===== config.mk =====
export PLATFORM = sky130hd
export DESIGN_NAME = up3_flat
export DESIGN_NICKNAME = d
export VERILOG_FILES = /design/src/rtl/up3_if.sv /design/src/rtl/up3.sv /design/src/flat_wrapper.sv
export SDC_FILE = /design/constraint.sdc
export NUM_CORES = 1
export LEC_CHECK = 0
export ABC_AREA = 1
export ABC_CLOCK_PERIOD_IN_PS = 1600
export CAP_MARGIN = 20
export CORE_ASPECT_RATIO = 1.25
export CORE_MARGIN = 4
export CORE_UTILIZATION = 47
export CTS_CLUSTER_SIZE = 10
export DETAILED_ROUTE_END_ITERATION = 8
export GPL_TIMING_DRIVEN = 0
export PLACE_DENSITY_LB_ADDON = 0.25
export SLEW_MARGIN = 25
export SYNTH_ARGS = -nofsm -noshare
export SYNTH_HDL_FRONTEND = slang
export SYNTH_SLANG_ARGS = --single-unit

===== constraint.sdc =====
create_clock -name clk_in -period 1.6 [get_ports clk_in]
set_input_delay 0.24 -clock clk_in [delete_from_list [all_inputs] [get_ports clk_in]]
set_output_delay 0.24 -clock clk_in [all_outputs]
set_load 0.005 [all_outputs]

===== src/rtl/up3_if.sv =====
// Request/response bundle for the up3 fan-out learning block.
// master drives the requests and lane data, slave is the up3 side.
interface up3_if #(
  parameter int N = 9
);
  logic             oscillator;
  logic             fd_prop;
  logic             bk_prop;
  logic [N-1:0]     fin;
  logic [3*N-1:0]   bin;
  logic             fd_prop_done;
  logic             bk_prop_done;
  logic [3*N-1:0]   control_out;
  logic [3*N-1:0]   fout;
  logic [N-1:0]     bout;

  modport master (
    output oscillator, fd_prop, bk_prop, fin, bin,
    input  fd_prop_done, bk_prop_done, control_out, fout, bout
  );

  modport slave (
    input  oscillator, fd_prop, bk_prop, fin, bin,
    output fd_prop_done, bk_prop_done, control_out, fout, bout
  );
endinterface


===== src/rtl/up3.sv =====
// up3: fans each input lane out to 3 XNOR-weighted outputs, with a majority
// backward path and an oscillator-gated weight flip, sequenced by a delay counter.

module up3_lane (
  input  logic       fin_b,
  input  logic [2:0] bin3,
  input  logic [2:0] w3,
  input  logic [2:0] fout3,
  output logic [2:0] fwd3,
  output logic       bwd_b,
  output logic [2:0] w_nxt3
);
  logic [2:0] agree;

  assign fwd3   = ~({3{fin_b}} ^ w3);
  assign agree  = ~(bin3 ^ w3);
  assign bwd_b  = (agree[0] & agree[1]) | (agree[0] & agree[2]) | (agree[1] & agree[2]);
  // Flip a weight wherever the target disagrees with the last forward result.
  assign w_nxt3 = w3 ^ (bin3 ^ fout3);
endmodule

module up3 #(
  parameter int N     = 9,
  parameter int DELAY = 2
) (
  input  logic clk_in,
  input  logic rst_in,
  up3_if.slave bus
);
  typedef enum logic [1:0] {IDLE, FWD, BWD} state_t;

  localparam logic [3:0] CNT_LOAD = 4'(DELAY - 1);

  state_t              state_q, state_d;
  logic [3:0]          cnt_q, cnt_d;
  logic                latch_f, latch_b, fwd_fin, bwd_fin;
  logic [N-1:0]        fin_q;
  logic [N-1:0][2:0]   bin_q, w_q, fout_q;
  logic                osc_q;
  logic [N-1:0]        bout_q;
  logic                fd_done_q, bk_done_q;

  logic [N-1:0][2:0]   fwd_w, w_upd;
  logic [N-1:0]        bwd_w;

  for (genvar i = 0; i < N; i++) begin : g_lane
    up3_lane u_lane (
      .fin_b  (fin_q[i]),
      .bin3   (bin_q[i]),
      .w3     (w_q[i]),
      .fout3  (fout_q[i]),
      .fwd3   (fwd_w[i]),
      .bwd_b  (bwd_w[i]),
      .w_nxt3 (w_upd[i])
    );
  end

  // Forward wins a same-cycle collision; requests while busy are dropped.
  always_comb begin
    state_d = state_q;
    cnt_d   = cnt_q;
    latch_f = 1'b0;
    latch_b = 1'b0;
    fwd_fin = 1'b0;
    bwd_fin = 1'b0;
    case (state_q)
      IDLE: begin
        if (bus.fd_prop) begin
          latch_f = 1'b1;
          cnt_d   = CNT_LOAD;
          state_d = FWD;
        end else if (bus.bk_prop) begin
          latch_b = 1'b1;
          cnt_d   = CNT_LOAD;
          state_d = BWD;
        end
      end
      FWD, BWD: begin
        if (cnt_q != 4'd0) begin
          cnt_d = cnt_q - 4'd1;
        end else begin
          state_d = IDLE;
          fwd_fin = (state_q == FWD);
          bwd_fin = (state_q == BWD);
        end
      end
      default: state_d = IDLE;
    endcase
  end

  always_ff @(posedge clk_in) begin
    if (rst_in) begin
      state_q   <= IDLE;
      cnt_q     <= 4'd0;
      fin_q     <= '0;
      bin_q     <= '0;
      osc_q     <= 1'b0;
      w_q       <= '1;
      fout_q    <= '0;
      bout_q    <= '0;
      fd_done_q <= 1'b0;
      bk_done_q <= 1'b0;
    end else begin
      state_q   <= state_d;
      cnt_q     <= cnt_d;
      fd_done_q <= fwd_fin;
      bk_done_q <= bwd_fin;
      if (latch_f) fin_q <= bus.fin;
      if (latch_b) begin
        bin_q <= bus.bin;
        osc_q <= bus.oscillator;
      end
      if (fwd_fin) fout_q <= fwd_w;
      if (bwd_fin) begin
        bout_q <= bwd_w;
        if (osc_q) w_q <= w_upd;
      end
    end
  end

  assign bus.fd_prop_done = fd_done_q;
  assign bus.bk_prop_done = bk_done_q;
  assign bus.control_out  = w_q;
  assign bus.fout         = fout_q;
  assign bus.bout         = bout_q;
endmodule


===== src/flat_wrapper.sv =====
// flat-port wrapper written by rule: the top's interface ports become plain ports
module up3_flat 
#(
  parameter int N     = 9,
  parameter int DELAY = 2
)
  (clk_in, rst_in, bus_oscillator, bus_fd_prop, bus_bk_prop, bus_fin, bus_bin, bus_fd_prop_done, bus_bk_prop_done, bus_control_out, bus_fout, bus_bout);
  up3_if #(.N(N)) bus_i ();
  input  logic clk_in;
  input  logic rst_in;
  input wire logic [$bits(bus_i.oscillator)-1:0] bus_oscillator;
  input wire logic [$bits(bus_i.fd_prop)-1:0] bus_fd_prop;
  input wire logic [$bits(bus_i.bk_prop)-1:0] bus_bk_prop;
  input wire logic [$bits(bus_i.fin)-1:0] bus_fin;
  input wire logic [$bits(bus_i.bin)-1:0] bus_bin;
  output wire logic [$bits(bus_i.fd_prop_done)-1:0] bus_fd_prop_done;
  output wire logic [$bits(bus_i.bk_prop_done)-1:0] bus_bk_prop_done;
  output wire logic [$bits(bus_i.control_out)-1:0] bus_control_out;
  output wire logic [$bits(bus_i.fout)-1:0] bus_fout;
  output wire logic [$bits(bus_i.bout)-1:0] bus_bout;
  assign bus_i.oscillator = bus_oscillator;
  assign bus_i.fd_prop = bus_fd_prop;
  assign bus_i.bk_prop = bus_bk_prop;
  assign bus_i.fin = bus_fin;
  assign bus_i.bin = bus_bin;
  assign bus_fd_prop_done = bus_i.fd_prop_done;
  assign bus_bk_prop_done = bus_i.bk_prop_done;
  assign bus_control_out = bus_i.control_out;
  assign bus_fout = bus_i.fout;
  assign bus_bout = bus_i.bout;
  up3 #(.N(N), .DELAY(DELAY)) u_core (.clk_in(clk_in), .rst_in(rst_in), .bus(bus_i));
endmodule

==> Word level (Yosys, flattened, before mapping) <==
Index checks and enable logic that the tools add are counted.
{ "op_classes": {"add_sub_neg": 1, "eq_ne": 5, "mux": 17, "n_bitwise": 99, "reduce_logical": 7} }
{ "ops": {"columns": ["operator", "n"], "rows": [
  ["$xor 3x3->3", 36],
  ["$not 3->3", 18],
  ["$and 1x1->1", 27],
  ["$or 1x1->1", 18],
  ["$mux 4", 3],
  ["$mux 1", 9],
  ["$pmux 4 s2", 1],
  ["$mux 2", 3],
  ["$pmux 2 s2", 1],
  ["$reduce_and 2->1", 2],
  ["$reduce_bool 4->1", 1],
  ["$sub 4x1->4 const B", 1],
  ["$ne 3x3->1 const B", 1],
  ["$reduce_and 3->1", 1],
  ["$eq 2x1->1 const B", 1],
  ["$eq 2x2->1 const B", 1],
  ["$logic_not 2->1", 1],
  ["$ne 2x1->1 const B", 1],
  ["$ne 2x2->1 const B", 1],
  ["$reduce_bool 2->1", 1],
  ["$reduce_or 2->1", 1]
]} }
{ "totals": {"ff_bits": 108, "out_inout_bits": 65, "elab_cells": 163} }

==> Longest topological paths before layout <==
Gate-level depths: netlist (run 1).
{ "logic_depth": {"depth_word": 5, "ltp_mapped": 10} }

==> Hierarchy <==
Synthesis (run 1) repeated with hierarchy kept, for this count alone.
{ "hier_totals": {"hier_cells": 728, "hier_area_um2": 5392.7} }
{ "by_module_without_submodules": {"columns": ["mod", "n_inst", "cells_each", "area_each_um2", "seq_area_each_um2"], "rows": [
  ["up3", 1, 503, 3973.8, 2162.1],
  ["up3_lane", 9, 25, 157.7, 0.0]
]} }

==> Least setup slack after synthesis (run 1) <==
Ideal clock, no wire load.
{ "synth_path": {"path_type": "register to register", "start": "register u_core.state_q[0]", "end": "register u_core.w_q (netlist bit u_core.bus.control_out[0])", "arrival_ns": 1.472, "required_ns": 1.536, "setup_slack_ns": 0.064, "path_stages_with_launch": 11, "n_path_buf": 2, "path_cell_list": "dfxtp_1 -> inv_1 -> ha_1 -> buf_4 -> nand2_4 -> inv_2 -> nand3_4 -> nor2_4 -> buf_6 -> nand3_1 -> nand3_1"} }
{ "synth_via": {"elab_chain_cells": 4} }
{ "synth_rtl": {"columns": ["element", "line", "text"], "rows": [
  ["start: declaration", "up3.sv:34", "state_t state_q, state_d;"],
  ["start signal: assignment", "up3.sv:104", "state_q <= state_d;"],
  ["$eq 2x2->1 / $eq 2x1->1 (equally long branches)", "up3.sv:66, up3.sv:84", null],
  ["$mux 1 / $reduce_or 2->1 (equally long branches)", "up3.sv:79, up3.sv:66", null],
  ["$mux 1 (*)", "up3.sv:66", "case (state_q)"],
  ["$reduce_and 2->1 (no source line) (*)", null, null],
  ["end signal: assignment", "up3.sv:116", "if (osc_q) w_q <= w_upd;"],
  ["end: declaration", "up3.sv:38", "logic [N-1:0][2:0] bin_q, w_q, fout_q;"]
]} }
Mark *: on every way between the ends. The rest lies on a longest branch, timed or not.
A chain may end at the register's enable or synchronous reset.

==> Worst setup path after layout (run 1) <==
{ "layout_path": {"start": "register u_core.state_q[1]", "end": "register u_core.w_q (netlist bit u_core.bus.control_out[24])"} }
The elaborated chain is that of the path after synthesis.

==> results of run 1 <==
-- state kept, by name, summed over array words and instances (netlist names) --
register,count
u_core.bus.control_out,27
u_core.bus.bk_prop_done,1
u_core.fin_q,9
u_core.osc_q,1
u_core.bin_q,27
u_core.bus.fd_prop_done,1
u_core.bus.bout,9
u_core.bus.fout,27
u_core.cnt_q,4
u_core.state_q,2
-- worst max-delay path: cells and delay by family, from the launching register on --
kind	cells	cell delay [ns]
flops	1	0.37
fa+ha+maj	1	0.25
buf+inv	4	0.50
simple gates	5	0.46
-- routing by layer --
metal / up-vias / global-route usage, % / wire (um)
li1: 2587 / - / -
met5: - / 0 / 0
met4: 0 / 13.64 / 908
met1: 2572 / 31.85 / 6671
met2: 276 / 45.02 / 8716
met3: 69 / 3.355 / 1386
-- what timing repair did --
item | CTS | global route
setup buffers | 12 | 4
endpoints found under the setup margin | 107 | 97
resized for setup | 55 | 57
pin swaps | 5 | 8
cloned | 1 | 1
-- kinds of logic after synthesis --
group	count (synthesis)	share of synthesized area (%)
buffers and inverters	85	7.346
adders and majority gates	4	0.9479
AOI/OAI and AO/OA	93	8.815
and+or+nand+nor	380	31.33
xor gates and xnor gates	64	10.62
DFF	108	40.95
-- power groups by stage --
stage	logic (uW)	registers, uW	clock network [uW]
global route	1770	3040	2370
global placement	1350	3070	0
floorplan	964	3040	0
finish	1640	3030	2280
detailed placement	1390	3080	0
CTS	1530	3020	2280
-- layout make-up --
cell class | count | area share (%)
timing repair buffer | 122 | 16.76
sequential | 108 | 30.00
buffer | 28 | 3.200
clock inverter | 3 | 0.6332
multi-input combinational | 541 | 40.75
inverter | 56 | 2.927
clock buffer | 13 | 3.423
tap | 135 | 2.310
-- per-stage QoR --
stage / power (uW) / hold WS, ns
2_1_floorplan: 4005 / 0.3091
3_3_place_gp: 4417 / 0.4523
3_5_place_dp: 4470 / 0.4652
4_1_cts: 6835 / 0.4629
5_1_grt: 7184 / 0.4845
6_report: 6950 / 0.4657
-- cell usage after synthesis (all sizes together) --
library cell	number	area, sq um
a21oi	47	235.2
buf	14	120.1
clkbuf	15	57.55
clkinv	1	3.750
dfxtp	108	2162
ha	4	50.05
inv	55	206.5
nand2	205	792.0
nand3	78	402.9
nand3b	6	45.04
nand4	1	12.51
nor2	83	359.1
nor3	1	5.000
o21ai	46	230.2
or2	6	37.54
xnor2	48	420.4
xor2	16	140.1
-- worst max path at each step --
stage                           start                          to  slack (ns)
finish              u_core.state_q[1]  u_core.bus.control_out[24]       -0.05
global route        u_core.state_q[1]  u_core.bus.control_out[18]       -0.08
CTS                 u_core.state_q[0]   u_core.bus.control_out[6]       -0.06
floorplan           u_core.state_q[0]   u_core.bus.control_out[0]        0.06
detailed placement             rst_in  u_core.bus.control_out[19]       -0.50
global placement               rst_in  u_core.bus.control_out[10]       -0.48
==> metrics.txt, run 1 <==
GRT Overall Usage=26.36%; deepest clock path buffer count=2; Switch Pwr=2171 uW; detailed placement HPWL=roughly 12000 um; R2R Path End=u_core.bus.control_out[24]; crit path capture type=flop; drt pass-1 iters=5; Die Wd=102.8 um; Syn Nets=779; pre-CTS worst setup slack=-0.4990 ns; first-pass GRT wire length=26250 um; Worst Hold Launch=bus_bin[12]; Max Cap Viol=0; Reg area=about 2200 sq um; Int Power=approximately 4800 uW; worst path required time=1.89 ns; hold-critical path endpoint=u_core.bin_q[12]; Multi-input gate area=2979 sq um; clk_skew=between 0.009 and 0.01 ns; unique cell type count in the Yosys netlist=26; flip-flop and latch count after synthesis=108; FP Rows=43; largest net degree at the start of global routing=17; clock sinks=108; final worst slack=-0.05355 ns; DR iter-0 viols=473; gate count of the mapped netlist=approximately 730; Fin Setup TNS=-0.5346 ns; final wirelength=17680 um; slew at the pin closest to its max-slew limit=0.6977 ns; Clock Power Share=32.8%; Worst-path clk slew=0.07 ns; Reg power frac=43.6%; H-tree Lvls=3; fmax=604.8 MHz; synthesized area per cell=7.194 sq um; drt drc=0; final-report hold violation count=0; initial antenna violation count=0; Congestion Overflow GR=0; Final Cell Area=7311 sq um; failing checks=negative setup slack; Post-Place Cells=slightly below 1000; Hold Path Class=in2reg; Vias/cell=between 5 and 6; share of post-route cells with drive strength above 1=15.61%; Setup CP Type=reg2reg; sequential fraction of the synthesis area=40.95%; CTS tree=built; CP startpoint kind=flop; slowest stage cell, crit path=dfxtp_2; Max-slew headroom=between 50% and 60%; clock root cell=clkbuf_16; vias in the first global route=5156; fillers=890; RSZ-0062 raised after global routing=true; final setup fails=18; peak per-stage delay on the critical path=roughly 0.37 ns; reg2reg setup slack=-0.05 ns; Post-DP Area=6500 sq um; synth warn=0; Leakage=0.002948 uW; WP data arrival=approximately 1.9 ns; pwr/cell area=~950 nW/um^2; commonest non-fill, non-tap cell in the layout=nand2_1; y dimension of the die=roughly 130 um; final core utilization=66.28%; Die Area=13000 sq um; I/O pin count=approximately 110; Peak supply drop=0.5367 mV; Worst-Skew Late Latency=0.36 ns; CP cell instances=buf_4, ha_1, nand2_8, inv_4, nand3_4, nor2_4, buf_12, clkbuf_16, nand2_1, nand3_1; DR WL/cell=17.58 um; R2R depth=10; Core Region=11030 sq um; Final Non-Filler Cells=1006; Routed Antenna Nets=0; via count=5504; Post-Syn Area=roughly 5300 sq um; Tcrit/Tclk final=103.3%; Switching Share=31.24%; port bufs=105; most frequent cells in the layout=nand2_1 (194), clkdlybuf4s50_1 (105), dfxtp_1 (83); Final #Nets=roughly 900; Logic pwr share=23.6%; status=finished with violations; area grow syn2layout=38.46%; crit path max fanout=5; Starting Density=47.87%; Slew Limit Fails=0; minimum clock period after layout=1.654 ns; number of diodes=0; CTS Hold Buffers Added=0; total CTS buffers=9; GPL Wtd Cong=0.8723; Reg2Reg Launch Point=u_core.state_q[1]; hold path depth=3
Power figures use the tool's default switching activity.
==> run 2: changes to the inputs <==
Settings changed: REMOVE_ABC_BUFFERS from default to 1.
==> run 2 against run 1 <==
Effect of this change: the run still ends with negative setup slack left; sequential power hardly changed; utilization fell by 1.8 points; first-iteration DRC count fell by 24%; sequential cell count stayed put; register-to-register slack barely moved; critical path depth down 3; cell area shrank 2.8%; fmax is 0.64% higher; via count down 5.1%; sequential share of layout area up 0.83 points; cell count down 1.5%; combinational power up 6%; critical endpoint is now u_core.bus.fout[2]; largest cell class unchanged; highest routed layer unchanged.
==> metrics.txt, run 2 (synthesized netlist as in run 1, its figures left out) <==
R2R depth=7 (was 10); initial antenna violation count=0 (unchanged); pre-CTS worst setup slack=-0.7613 ns (was -0.4990 ns); CTS Hold Buffers Added=0 (unchanged); I/O pin count=106 (unchanged); final setup fails=2 (was 18); via count=5224 (was 5504); Vias/cell=5.271 (was 5.471); drt pass-1 iters=5 (unchanged); CP startpoint kind=flop (unchanged); final wirelength=15570 um (was 17680 um); Worst-Skew Late Latency=0.35 ns (was 0.36 ns); pwr/cell area=990.3 nW/um^2 (was 950.7 nW/um^2); Max-slew headroom=46.65% (was 53.49%); minimum clock period after layout=1.643 ns (was 1.654 ns); GRT Overall Usage=23.72% (was 26.36%); share of post-route cells with drive strength above 1=12.27% (was 15.61%); Die Area=13000 sq um (unchanged); number of diodes=0 (unchanged); peak per-stage delay on the critical path=0.35 ns (was 0.37 ns); Slew Limit Fails=0 (unchanged); failing checks=negative setup slack (unchanged); final worst slack=-0.04310 ns (was -0.05355 ns); Final #Nets=896 (was 911); final-report hold violation count=0 (unchanged); port bufs=105 (unchanged); slew at the pin closest to its max-slew limit=0.8002 ns (was 0.6977 ns); slowest stage cell, crit path=dfxtp_2 (unchanged); deepest clock path buffer count=2 (unchanged); Min Hold Slack=0.4710 ns (was 0.4657 ns); clock root cell=clkbuf_16 (unchanged); Hold Path Class=reg2reg (was in2reg); Post-Place Cells=946 (was 974); total CTS buffers=9 (unchanged); H-tree Lvls=3 (unchanged); hold path depth=2 (was 3); vias in the first global route=4924 (was 5156); Max Cap Viol=0 (unchanged); commonest non-fill, non-tap cell in the layout=nand2_1 (unchanged); clk_skew=0.006768 ns (was 0.009298 ns); Leakage=0.002878 uW (was 0.002948 uW); DR iter-0 viols=359 (was 473); crit path capture type=flop (unchanged); detailed placement HPWL=9025 um (was 11560 um); crit path max fanout=7 (was 5); GPL Wtd Cong=0.8304 (was 0.8723); area grow syn2layout=34.64% (was 38.46%); Worst-path clk slew=0.07 ns (about the same); Peak supply drop=0.5404 mV (was 0.5367 mV); most frequent cells in the layout=nand2_1 (201), clkdlybuf4s50_1 (104), dfxtp_1 (84) (was nand2_1 (194), clkdlybuf4s50_1 (105), dfxtp_1 (83)); status=finished with violations (unchanged); CTS tree=built (unchanged); WP data arrival=1.91 ns (was 1.94 ns); RSZ-0062 raised after global routing=true (unchanged); largest net degree at the start of global routing=46 (was 17); clock sinks=108 (unchanged); y dimension of the die=126.5 um (unchanged); Tcrit/Tclk final=102.7% (was 103.3%); Core Region=11030 sq um (unchanged); Starting Density=47.87% (unchanged); CP cell instances=inv_2, ha_4, clkinvlp_4, nor2_8, buf_12, nand3_2, a21oi_2 (was buf_4, ha_1, nand2_8, inv_4, nand3_4, nor2_4, buf_12, clkbuf_16, nand2_1, nand3_1); Setup CP Type=reg2reg (unchanged); first-pass GRT wire length=24200 um (was 26250 um); DR WL/cell=15.72 um (was 17.58 um); FP Rows=43 (unchanged); Final Non-Filler Cells=991 (was 1006); Die Wd=102.8 um (unchanged); fmax=608.6 MHz (was 604.8 MHz); Routed Antenna Nets=0 (unchanged); drt drc=0 (unchanged); Congestion Overflow GR=0 (unchanged); worst path required time=1.87 ns (was 1.89 ns)
==> run 2: per-stage QoR <==
step	util, %	instance area [sq um]	total power [uW]	TNS, ns
2_1_floorplan	-	5102	3934	-16.44
3_3_place_gp	57.32	6322	4294	-203.26
3_5_place_dp	57.57	6350	4357	-57.99
4_1_cts	63.03	6952	6853	0
5_1_grt	64.46	7109	7360	-0.5094
6_report	64.46	7109	7041	-0.05485
==> run 2: power by group <==
group | switching (uW) | total (uW) | internal, uW
registers | 174 | 3020 | 2850
clock network | 982 | 2280 | 1300
logic | 1010 | 1740 | 730
==> run 2: final timing paths <==
path	from	to	slack, ns
setup reg to reg	u_core.state_q[0]	u_core.bus.fout[2]	-0.04
hold / removal	u_core.bin_q[15]	u_core.bin_q[15]	0.47
setup / recovery	u_core.state_q[0]	u_core.bus.fout[2]	-0.04
hold reg to reg	u_core.bin_q[15]	u_core.bin_q[15]	0.47
==> run 2: layout make-up <==
type / count / area, sq um
Fill cell: 919 / 3920
Multi-Input combinational cell: 545 / 2883
Sequential cell: 108 / 2192
Timing Repair Buffer: 131 / 1339
Clock buffer: 12 / 256.5
Inverter: 56 / 222.7
Tap cell: 135 / 168.9
Clock inverter: 4 / 47.55
==> run 2: repair_timing <==
action,4_1_cts,5_1_grt
pin swaps,8,8
setup buffers,16,9
gates resized for setup,20,34
cloned,4,0
setup endpoints to repair,109,108
==> run 2: worst max-delay path, delay by kind of cell, from the launching register on <==
family	cells	cell delay (ns)
adder cells (fa/ha/maj)	1	0.32
AO/OA/AOI/OAI	1	0.17
flip-flops	1	0.35
AND/OR/NAND/NOR	2	0.33
buffers and inverters	3	0.40
==> run 2: metal layers <==
| metal | up-vias | GRT usage (%) | routed length (um) |
|---|---|---|---|
| li1 | 2573 | - | - |
| met1 | 2437 | 28.78 | 6249 |
| met2 | 175 | 41.37 | 7919 |
| met3 | 39 | 2.420 | 912 |
| met4 | 0 | 11.13 | 492 |
| met5 | - | 0 | 0 |
==> run 3: changes to the inputs <==
Settings changed: RECOVER_POWER from default to 25, SKIP_LAST_GASP from default to 1.
==> run 3 against run 2 <==
Effect of this change: non-clock buffer count unchanged; the flow still finishes with violations (negative setup slack); first-iteration DRC count rose by 9.7%; wire length shrank 0.24%; clock-buffer cell count stayed put; register-to-register slack about the same; cell area is the same; largest cell class unchanged; largest power group unchanged.
==> metrics.txt, run 3 (synthesized netlist as in run 1, its figures left out) <==
status=finished with violations (unchanged); failing checks=negative setup slack (unchanged); DR iter-0 viols=394 (was 359); Max-slew headroom=47.68% (was 46.65%); Worst-Skew Late Latency=0.34 ns (was 0.35 ns); fmax=608.0 MHz (was 608.6 MHz); share of post-route cells with drive strength above 1=12.27% (unchanged); area grow syn2layout=34.64% (unchanged); final wirelength=15540 um (was 15570 um); total CTS buffers=9 (unchanged); final setup fails=2 (unchanged); H-tree Lvls=3 (unchanged); Die Area=13000 sq um (unchanged); vias in the first global route=4924 (unchanged); clock root cell=clkbuf_16 (unchanged); Congestion Overflow GR=0 (unchanged); drt drc=0 (unchanged); GPL Wtd Cong=0.8304 (unchanged); largest net degree at the start of global routing=46 (unchanged); pwr/cell area=988.9 nW/um^2 (was 990.3 nW/um^2); Max Cap Viol=0 (unchanged); drt pass-1 iters=5 (unchanged); clock sinks=108 (unchanged); FP Rows=43 (unchanged); GRT Overall Usage=23.72% (unchanged); number of diodes=0 (unchanged); top sig layer=met4 (unchanged); port bufs=105 (unchanged); worst path required time=1.87 ns (about the same); Routed Antenna Nets=0 (unchanged); Peak supply drop=0.5379 mV (was 0.5404 mV); R2R depth=7 (unchanged); I/O pin count=106 (unchanged); crit path max fanout=7 (unchanged); Reg2Reg Launch Point=u_core.state_q[0] (unchanged); Leakage=0.002878 uW (unchanged); Final #Nets=896 (unchanged); via count=5223 (was 5224); Starting Density=47.87% (unchanged); Worst-path clk slew=0.07 ns (about the same); Hold Path Class=reg2reg (unchanged); y dimension of the die=126.5 um (unchanged); WP data arrival=1.91 ns (about the same); final-report hold violation count=0 (unchanged); Vias/cell=5.270 (was 5.271); slew at the pin closest to its max-slew limit=0.7847 ns (was 0.8002 ns); Die Wd=102.8 um (unchanged); metal1 wirelength=6249 um (unchanged); clk_skew=0.005857 ns (was 0.006768 ns); detailed placement HPWL=9025 um (unchanged); CTS tree=built (unchanged); CTS Hold Buffers Added=0 (unchanged); Core Region=11030 sq um (unchanged); DR WL/cell=15.68 um (was 15.72 um); R2R Path End=u_core.bus.fout[2] (unchanged); Slew Limit Fails=0 (unchanged); Worst Setup SP=u_core.state_q[0] (unchanged); Overall Power=7030 uW (was 7041 uW); minimum clock period after layout=1.645 ns (was 1.643 ns); initial antenna violation count=0 (unchanged); critical path endpoint=u_core.bus.fout[2] (unchanged); Tcrit/Tclk final=102.8% (was 102.7%); RSZ-0062 raised after global routing=true (unchanged); CP startpoint kind=flop (unchanged); crit path capture type=flop (unchanged); deepest clock path buffer count=2 (unchanged); most frequent cells in the layout=nand2_1 (201), clkdlybuf4s50_1 (104), dfxtp_1 (84) (unchanged); first-pass GRT wire length=24200 um (unchanged); commonest non-fill, non-tap cell in the layout=nand2_1 (unchanged); final worst slack=-0.04487 ns (was -0.04310 ns); Setup CP Type=reg2reg (unchanged); metal2 WL=7896 um (was 7919 um); met3 WL=872 um (was 912 um); final core utilization=64.46% (unchanged); reg2reg setup slack=-0.04 ns (about the same)
## run 3: cell counts in the layout (fill, tap and decap cells not counted)
Identical to the previous run, type by type.
## run 3: report_power, final
part	switching, uW	total (uW)	internal, uW
logic	1010	1740	730
clock network	977	2270	1300
registers	174	3020	2850
## run 3: per-layer routing
| metal | track usage, % | vias to the layer above |
|---|---|---|
| met5 | 0 | - |
| met4 | 11.13 | 0 |
| met3 | 2.420 | 43 |
| met2 | 41.37 | 176 |
| met1 | 28.78 | 2436 |
| li1 | - | 2568 |
## run 3: worst min path at each step
stage / start / endpoint / cells after the start / slack [ns]
2_1_floorplan: rst_in / u_core.bus.fout[0] / 1 / 0.31
3_3_place_gp: u_core.bin_q[9] / u_core.bin_q[9] / 2 / 0.46
3_5_place_dp: u_core.bin_q[15] / u_core.bin_q[15] / 2 / 0.46
4_1_cts: rst_in / u_core.bus.bk_prop_done / 2 / 0.44
5_1_grt: rst_in / u_core.bus.bk_prop_done / 2 / 0.48
6_report: u_core.bin_q[15] / u_core.bin_q[15] / 2 / 0.47
## run 3: cell type report
type,instances,area (sq um)
Timing Repair Buffer,131,1339
Clock inverter,4,47.55
Fill cell,919,3920
Multi-Input combinational cell,545,2883
Tap cell,135,168.9
Sequential cell,108,2192
Inverter,56,222.7
Clock buffer,12,256.5
## run 3: per-stage QoR
step                      std cells  worst slack, ns  instance area, sq um  setup TNS [ns]  hold slack (ns)
after global routing            991         -0.06756                  7109         -0.5094           0.4804
after global placement          945           -2.330                  6322         -203.26           0.4553
after CTS                       982         0.002155                  6952               0           0.4394
after detailed placement        946          -0.7613                  6350          -57.99           0.4636
final                           991         -0.04487                  7109        -0.05061           0.4706
after floorplan                 705          -0.3453                  5102          -16.44           0.3091
## run 3: critical path, cell delays in order (launching register included)
cell	delay (ns)
dfxtp_2	0.35
inv_2	0.06
ha_4	0.33
clkinvlp_4	0.20
nor2_8	0.24
buf_12	0.14
nand3_2	0.08
a21oi_2	0.17
## run 3: what timing repair did
action | in CTS | in global routing
pin swaps | 8 | 8
endpoints found under the setup margin | 109 | 108
buffers inserted | 16 | 9
cloned | 4 | 0
gates resized for setup | 20 | 34
